**src/rtl/video_timing_gen_prog.sv**
```systemverilog
// Programmable video timing generator.
// A config is written into a shadow set and becomes the live timing only at
// the (HT-1, VT-1) -> (0,0) wrap, so a mode switch never tears a frame.
// Every status output is registered from the lookahead position, so all
// outputs describe the (hcount_out, vcount_out) shown on the same cycle.
module video_timing_gen_prog #(
  parameter int H_WIDTH      = 12,
  parameter int V_WIDTH      = 11,
  parameter int FC_WIDTH     = 6,
  parameter bit HS_POL       = 1'b1,
  parameter bit VS_POL       = 1'b1,
  parameter int RST_H_ACTIVE = 1280,
  parameter int RST_H_FP     = 110,
  parameter int RST_H_SYNC   = 40,
  parameter int RST_H_BP     = 220,
  parameter int RST_V_ACTIVE = 720,
  parameter int RST_V_FP     = 5,
  parameter int RST_V_SYNC   = 5,
  parameter int RST_V_BP     = 20,
  parameter int RST_FPS      = 60
) (
  input  logic                pixel_clk_in,
  input  logic                rst_in,
  input  logic                cfg_valid_in,
  input  logic [H_WIDTH-1:0]  cfg_h_active_in,
  input  logic [H_WIDTH-1:0]  cfg_h_fp_in,
  input  logic [H_WIDTH-1:0]  cfg_h_sync_in,
  input  logic [H_WIDTH-1:0]  cfg_h_bp_in,
  input  logic [V_WIDTH-1:0]  cfg_v_active_in,
  input  logic [V_WIDTH-1:0]  cfg_v_fp_in,
  input  logic [V_WIDTH-1:0]  cfg_v_sync_in,
  input  logic [V_WIDTH-1:0]  cfg_v_bp_in,
  input  logic [FC_WIDTH-1:0] cfg_fps_in,
  output logic                cfg_pending_out,
  output logic                cfg_err_out,
  output logic [H_WIDTH-1:0]  hcount_out,
  output logic [V_WIDTH-1:0]  vcount_out,
  output logic                hs_out,
  output logic                vs_out,
  output logic                ad_out,
  output logic                nl_out,
  output logic                nf_out,
  output logic [FC_WIDTH-1:0] fc_out
);

  // Totals are two bits wider than the fields: four fields cannot overflow them.
  localparam int HW2 = H_WIDTH + 2;
  localparam int VW2 = V_WIDTH + 2;
  localparam logic [HW2-1:0] H_MAX = HW2'(1) << H_WIDTH;
  localparam logic [VW2-1:0] V_MAX = VW2'(1) << V_WIDTH;

  typedef struct packed {
    logic [H_WIDTH-1:0]  h_active;
    logic [H_WIDTH-1:0]  h_fp;
    logic [H_WIDTH-1:0]  h_sync;
    logic [H_WIDTH-1:0]  h_bp;
    logic [V_WIDTH-1:0]  v_active;
    logic [V_WIDTH-1:0]  v_fp;
    logic [V_WIDTH-1:0]  v_sync;
    logic [V_WIDTH-1:0]  v_bp;
    logic [FC_WIDTH-1:0] fps;
  } timing_t;

  localparam timing_t RST_TIMING = '{
    h_active: H_WIDTH'(RST_H_ACTIVE), h_fp: H_WIDTH'(RST_H_FP),
    h_sync:   H_WIDTH'(RST_H_SYNC),   h_bp: H_WIDTH'(RST_H_BP),
    v_active: V_WIDTH'(RST_V_ACTIVE), v_fp: V_WIDTH'(RST_V_FP),
    v_sync:   V_WIDTH'(RST_V_SYNC),   v_bp: V_WIDTH'(RST_V_BP),
    fps:      FC_WIDTH'(RST_FPS)
  };

  function automatic logic [HW2-1:0] h_total(input timing_t t);
    return HW2'(t.h_active) + HW2'(t.h_fp) + HW2'(t.h_sync) + HW2'(t.h_bp);
  endfunction

  function automatic logic [VW2-1:0] v_total(input timing_t t);
    return VW2'(t.v_active) + VW2'(t.v_fp) + VW2'(t.v_sync) + VW2'(t.v_bp);
  endfunction

  timing_t             live_q;
  timing_t             shadow_q;
  timing_t             cfg_word;
  timing_t             sel;
  logic [HW2-1:0]      live_ht;
  logic [VW2-1:0]      live_vt;
  logic [HW2-1:0]      hs_start;
  logic [HW2-1:0]      hs_end;
  logic [VW2-1:0]      vs_start;
  logic [VW2-1:0]      vs_end;
  logic                at_line_end;
  logic                at_frame_end;
  logic                commit;
  logic                cfg_accept;
  logic                cfg_reject;
  logic [H_WIDTH-1:0]  next_h;
  logic [V_WIDTH-1:0]  next_v;
  logic                hs_act;
  logic                vs_act;
  logic                ad_nx;
  logic                nf_nx;
  logic [FC_WIDTH-1:0] fc_nx;

  assign cfg_word = '{
    h_active: cfg_h_active_in, h_fp: cfg_h_fp_in,
    h_sync:   cfg_h_sync_in,   h_bp: cfg_h_bp_in,
    v_active: cfg_v_active_in, v_fp: cfg_v_fp_in,
    v_sync:   cfg_v_sync_in,   v_bp: cfg_v_bp_in,
    fps:      cfg_fps_in
  };

  // Validate the strobed set, advance the position, and decode the next position.
  always_comb begin
    cfg_accept   = 1'b0;
    cfg_reject   = 1'b0;
    if (cfg_valid_in) begin
      if ((|cfg_word.h_active) && (|cfg_word.h_sync) &&
          (|cfg_word.v_active) && (|cfg_word.v_sync) && (|cfg_word.fps) &&
          (h_total(cfg_word) <= H_MAX) && (v_total(cfg_word) <= V_MAX))
        cfg_accept = 1'b1;
      else
        cfg_reject = 1'b1;
    end

    live_ht      = h_total(live_q);
    live_vt      = v_total(live_q);
    at_line_end  = (HW2'(hcount_out) == live_ht - HW2'(1));
    at_frame_end = at_line_end && (VW2'(vcount_out) == live_vt - VW2'(1));
    commit       = at_frame_end && cfg_pending_out;

    next_h = at_line_end ? '0 : hcount_out + H_WIDTH'(1);
    next_v = vcount_out;
    if (at_line_end)
      next_v = at_frame_end ? '0 : vcount_out + V_WIDTH'(1);

    // The first position of a committed frame is already decoded with the new set.
    sel = commit ? shadow_q : live_q;

    hs_start = HW2'(sel.h_active) + HW2'(sel.h_fp);
    hs_end   = hs_start + HW2'(sel.h_sync);
    vs_start = VW2'(sel.v_active) + VW2'(sel.v_fp);
    vs_end   = vs_start + VW2'(sel.v_sync);
    hs_act   = (HW2'(next_h) >= hs_start) && (HW2'(next_h) < hs_end);
    vs_act   = (VW2'(next_v) >= vs_start) && (VW2'(next_v) < vs_end);
    ad_nx    = (next_h < sel.h_active) && (next_v < sel.v_active);
    nf_nx    = (next_h == sel.h_active) && (next_v == sel.v_active);

    fc_nx = fc_out;
    if (commit)
      fc_nx = '0;
    else if (nf_nx)
      fc_nx = (fc_out >= sel.fps - FC_WIDTH'(1)) ? '0 : fc_out + FC_WIDTH'(1);
  end

  // Register position, status, shadow/live timing and the config handshake flags.
  always_ff @(posedge pixel_clk_in) begin
    if (rst_in) begin
      live_q          <= RST_TIMING;
      shadow_q        <= '0;
      cfg_pending_out <= 1'b0;
      cfg_err_out     <= 1'b0;
      hcount_out      <= '0;
      vcount_out      <= '0;
      hs_out          <= ~HS_POL;
      vs_out          <= ~VS_POL;
      ad_out          <= 1'b0;
      nl_out          <= 1'b0;
      nf_out          <= 1'b0;
      fc_out          <= '0;
    end else begin
      if (commit)
        live_q <= shadow_q;
      if (cfg_accept)
        shadow_q <= cfg_word;
      if (cfg_accept)
        cfg_pending_out <= 1'b1;
      else if (commit)
        cfg_pending_out <= 1'b0;
      cfg_err_out <= cfg_reject;
      hcount_out  <= next_h;
      vcount_out  <= next_v;
      hs_out      <= hs_act ? HS_POL : ~HS_POL;
      vs_out      <= vs_act ? VS_POL : ~VS_POL;
      ad_out      <= ad_nx;
      nl_out      <= (next_h == '0);
      nf_out      <= nf_nx;
      fc_out      <= fc_nx;
    end
  end

endmodule

```
**config.mk**
```make
export PLATFORM = sky130hd
export DESIGN_NAME = video_timing_gen_prog
export DESIGN_NICKNAME = d
export VERILOG_FILES = /design/src/rtl/video_timing_gen_prog.sv
export SDC_FILE = /design/constraint.sdc
export NUM_CORES = 1
export LEC_CHECK = 0
export CELL_PAD_IN_SITES_DETAIL_PLACEMENT = 0
export CELL_PAD_IN_SITES_GLOBAL_PLACEMENT = 1
export CORE_ASPECT_RATIO = 1.2
export CORE_MARGIN = 2
export CORE_UTILIZATION = 50
export DETAILED_ROUTE_END_ITERATION = 12
export PLACE_DENSITY = 0.87
export SYNTH_ARGS = -nofsm -noshare
export SYNTH_HDL_FRONTEND = slang
export SYNTH_SLANG_ARGS = --single-unit
```
**constraint.sdc**
```tcl
create_clock -name pixel_clk_in -period 13.52 [get_ports pixel_clk_in]
set_input_delay 2.704 -clock pixel_clk_in [delete_from_list [all_inputs] [get_ports pixel_clk_in]]
set_output_delay 2.704 -clock pixel_clk_in [all_outputs]
set_load 0.02 [all_outputs]
```
### After elaboration in Yosys (flattened, before gate mapping)

Cells that the tools add are included.

* add/sub/neg operators: 22
* multiply operators: 0
* div/mod/pow operators: 0
* $lt $le $gt $ge: 9
* eq/ne operators: 4
* shifts and indexed selects: 0
* mux-type cells: 12
* bitwise logic cells: 1
* reductions and logical operators: 21

Operators by type and width (count)
* 2-to-1 mux 98 bit: 1
* adder 13 x 12 -> 14 bit: 3
* adder 12 x 11 -> 13 bit: 3
* adder 12 x 12 -> 13 bit: 3
* adder 11 x 11 -> 12 bit: 3
* adder 14 x 12 -> 14 bit: 2
* adder 13 x 11 -> 13 bit: 2
* OR reduction 12 bit: 2
* 2-to-1 mux 11 bit: 2
* OR reduction 11 bit: 2
* == test 12 x 14 -> 1 bit: 1
* less-or-equal comparator 14 x 13 -> 1 bit, second input constant: 1
* < comparator 12 x 14 -> 1 bit: 1
* subtractor 14 x 1 -> 14 bit, second input constant: 1
* == test 11 x 13 -> 1 bit: 1
* >= comparator 12 x 13 -> 1 bit: 1
* less-or-equal comparator 13 x 12 -> 1 bit, second input constant: 1
* < comparator 11 x 13 -> 1 bit: 1
* subtractor 13 x 1 -> 13 bit, second input constant: 1
* adder 12 x 1 -> 12 bit, second input constant: 1
* == test 12 bit: 1
* >= comparator 11 x 12 -> 1 bit: 1
* logical AND 1 bit: 12
* zero test 12 bit: 1
* other kinds (14): 21

* register bits: 232
* bits in latches: 0
* RAM bits: 0
* bits in read-only memories: 0
* memories kept: 0

### Longest topological paths before layout

* word-level depth: 13
* mapped depth: 46
* depth with buffers taken out: 40

### Worst setup path before layout

No wires, ideal clock.

* path kind: reg-to-reg
* start: reg live_q[7] in the netlist's numbering
* end: reg vs_out
* arrival: 8822 ps
* setup slack: 4583 ps
* cell stages (with the launch flop): 43
* cells stage by stage: dfxtp_1 inv_1 ha_1 inv_1 fa_1 fa_1 ha_1 fa_1 a211oi_1 o21ai_0 a21oi_1 xnor2_1 nor4_1 nor4b_1 and2_1 clkbuf_1 clkbuf_1 clkbuf_1 (+7 left out) a211oi_1 xnor2_1 ha_1 a21o_1 a21o_1 a21oi_1 nor2b_1 o21a_1 nor2_1 xor2_1 ha_1 o21a_1 o22ai_1 a211o_1 a31o_2 nor4_1 o41ai_1 and3_1

RTL lines
* from (decl): line 80 `timing_t live_q;`
* from (signal assigned): line 171 `live_q <= shadow_q;`
* to (signal assigned): line 164 `vs_out <= ~VS_POL;`
* to (signal assigned): line 182 `vs_out <= vs_act ? VS_POL : ~VS_POL;`
* to (decl): line 39 `output logic vs_out,`

==> results.ini <==
[grt]
overflow = 0
antenna_found_initial = 0
grt_pass1_wl_um = 78400
grt_max_degree = 131
gr-usage-met3_pct = 2.23
grtUsageTotal_pct = 25.6
grt.busiest_layer = met2
grtUsageMet2_pct = 39.2
grt_pass1_vias = 14878
grt_use_met1_pct = 38.1

[route]
drc = 0
via_count = 14960
viasPerCell = 5.55
drt-initial-drc-count = 1095
dr.pass1.iters = 5
antenna_left = 0
wl_per_cell_um = 18.2
wirelength_um = 49000

[synth]
ys_ff_latch = 232
synthDistinctLibCells = 77
syn_avg_cell_area_um2 = 8.72
async_flop_share_pct = 0
synth_warnings = 0
synthCells = 2116
synth_most_common_cell = dfxtp_1
synthesis.area_um2 = 18500
ys_top_cells_by_count = dfxtp_1, nand2b_1, nand2_1
syn_nets = 2510
yosysTopAreaCell = dfxtp_1
synth-edff-count = 0
ys_top_cells_by_area = dfxtp_1, ha_1, fa_1
synth_seq_area_share_pct = 25.2
netlist.area_leader.share_pct = 25.2
ys.flop_type = dfxtp_1

[pwr]
ir_drop_v = 0.0000789
p_leak_nw = 9.26
power_density_nw_per_um2 = 87.7

[sta]
finalCritPeriodShare_pct = 71.6
slew_headroom_pct = 37.6
worstMarginPinSlew_ps = 936
fmaxAchievable_mhz = 103
slew_violations = 0
fin_skew_ps = 14.5
rsz0062_at_grt = no
hold_viol_final = 0
finalSetupViolations = 0
layout_min_cycle_time_ps = 9690
setup_tns_ps = 0
whs_ps = 451

[status]
status = complete, no violations

[floorplanning]
coreArea_um2 = 36600
std_cell_rows = 77
initial_utilization_pct = 50.4
die_x_um = 179
pin_count = 137
die_y_um = 214
die_area_um2 = 38500

[critical_path]
path_max_fanout = 48
critPathMaxStageDelay_ps = 530
cp.depth = 41
rr_worst_depth = 41
crit_path_top_delay_cell = fa_1
startpoint_type = flop
arrival_ps = 10130
setup.worst_path.class = reg -> reg
required_ps = 13960
crit_family = compound AO/OA/AOI/OAI gates
endpoint_kind = flop
cpMostUsedCell = inv_1
path_buf_inv = 8

[cts]
clk_pin_slew_ps = 70
cts_num_sinks = 232
post_cts_resized = 0
clock-root-buffer = clkbuf_16
cts_buffers = 25
worstSkewPairLatency_ps = 540
htree_levels = 1
cts_buffer_depth = 3
cts_tree = done
hold_buffers = 0
post_cts_buffers = 0

[place]
dp_hpwl_um = 38900
io_buffers = 136
place_congestion = 0.926

[job]
cap_violations = 0

[cells_and_area]
nets = 2600
area_growth_pct = 14.1
n_fill_cell = 3354
n_antenna_cell = 0
drive_above_1_share_pct = 3.73

[worst_hold_path]
whs_path_depth = 2
hold_class = reg -> reg

==> metal layers <==
| layer | part of all wire [%] | wire length [um] | up-vias |
|---|---|---|---|
| met5 | 0 | 0 | - |
| met4 | 3.0 | 1460 | 0 |
| li1 | - | - | 7333 |
| met2 | 43 | 21300 | 372 |
| met3 | 4.8 | 2370 | 79 |
| met1 | 49 | 23900 | 7176 |
==> layout make-up <==
class / instances / area [um^2] / share of cell area, %
inverters: 186 / 698 / 3.32
flip-flops and latches: 232 / 4640 / 22.1
clock inverters: 9 / 179 / 0.850
clock buffers: 35 / 703 / 3.34
repair buffers: 144 / 1420 / 6.76
multi-input cells: 1617 / 12800 / 60.9
well taps: 474 / 593 / 2.82
==> cells by family after synthesis <==
group                    Yosys count  share of synthesized area, %
AND/OR/NAND/NOR                  713                          19.9
AO/OA/AOI/OAI                    353                          12.6
adder cells (fa/ha/maj)          298                          23.9
buffers and inverters            267                          5.50
flip-flops                       232                          25.2
multiplexers                     135                          7.35
XOR/XNOR                         118                          5.60
==> through the flow <==
stage	cell area, um^2	util (%)	cells	worst slack (ps)	total power, mW
after floorplan	18500	-	2116	4580	0.988
after global placement	20200	55.1	2653	3960	1.10
after detailed placement	20200	55.1	2653	3870	1.11
after CTS	21100	57.5	2697	3830	1.86
after global routing	21100	57.5	2697	3080	1.93
final	21100	57.5	2697	3830	1.85
==> layout by cell type (no fill, tap or decap), types with 9 or more instances in the layout <==
master / n
o21a_1: 14
nand4_1: 19
xnor2_1: 69
a21oi_1: 131
a21o_1: 49
xor2_1: 49
nor2b_1: 16
ha_1: 200
nand2_1: 204
inv_1: 186
fa_1: 93
o21bai_1: 17
nor4_1: 23
nor3_1: 30
nor2_1: 119
nand2b_1: 217
a211o_1: 9
o21ai_0: 46
clkbuf_16: 25
nand3_1: 21
mux2i_1: 131
clkdlybuf4s50_1: 135
or2_2: 14
dfxtp_1: 232
a211oi_1: 14
==> sequential cells by signal, summed over array words and instances (netlist names), 6 cells and up <==
signal      count
fc_out          6
hcount_out     12
shadow_q       98
live_q         98
vcount_out     11
==> path summary, 6_finish.rpt <==
check / startpoint / to / slack (ps)
hold reg to reg: live_q[55] / live_q[55] / 450
setup reg to reg: live_q[60] / vs_out / 3830
hold / removal: live_q[55] / live_q[55] / 450
setup / recovery: live_q[60] / vs_out / 3830
==> worst min-delay path, stage by stage, from the launching register on <==
cell     delay (ps)
dfxtp_1         310
nand2_1          50
a21oi_1          50
==> report_power, final <==
part,leakage [nW],switching [mW],internal (mW)
clock network,0.423,0.294,0.458
registers,1.87,0.0206,0.708
logic,6.96,0.194,0.173
Power figures use the tool's default switching activity.
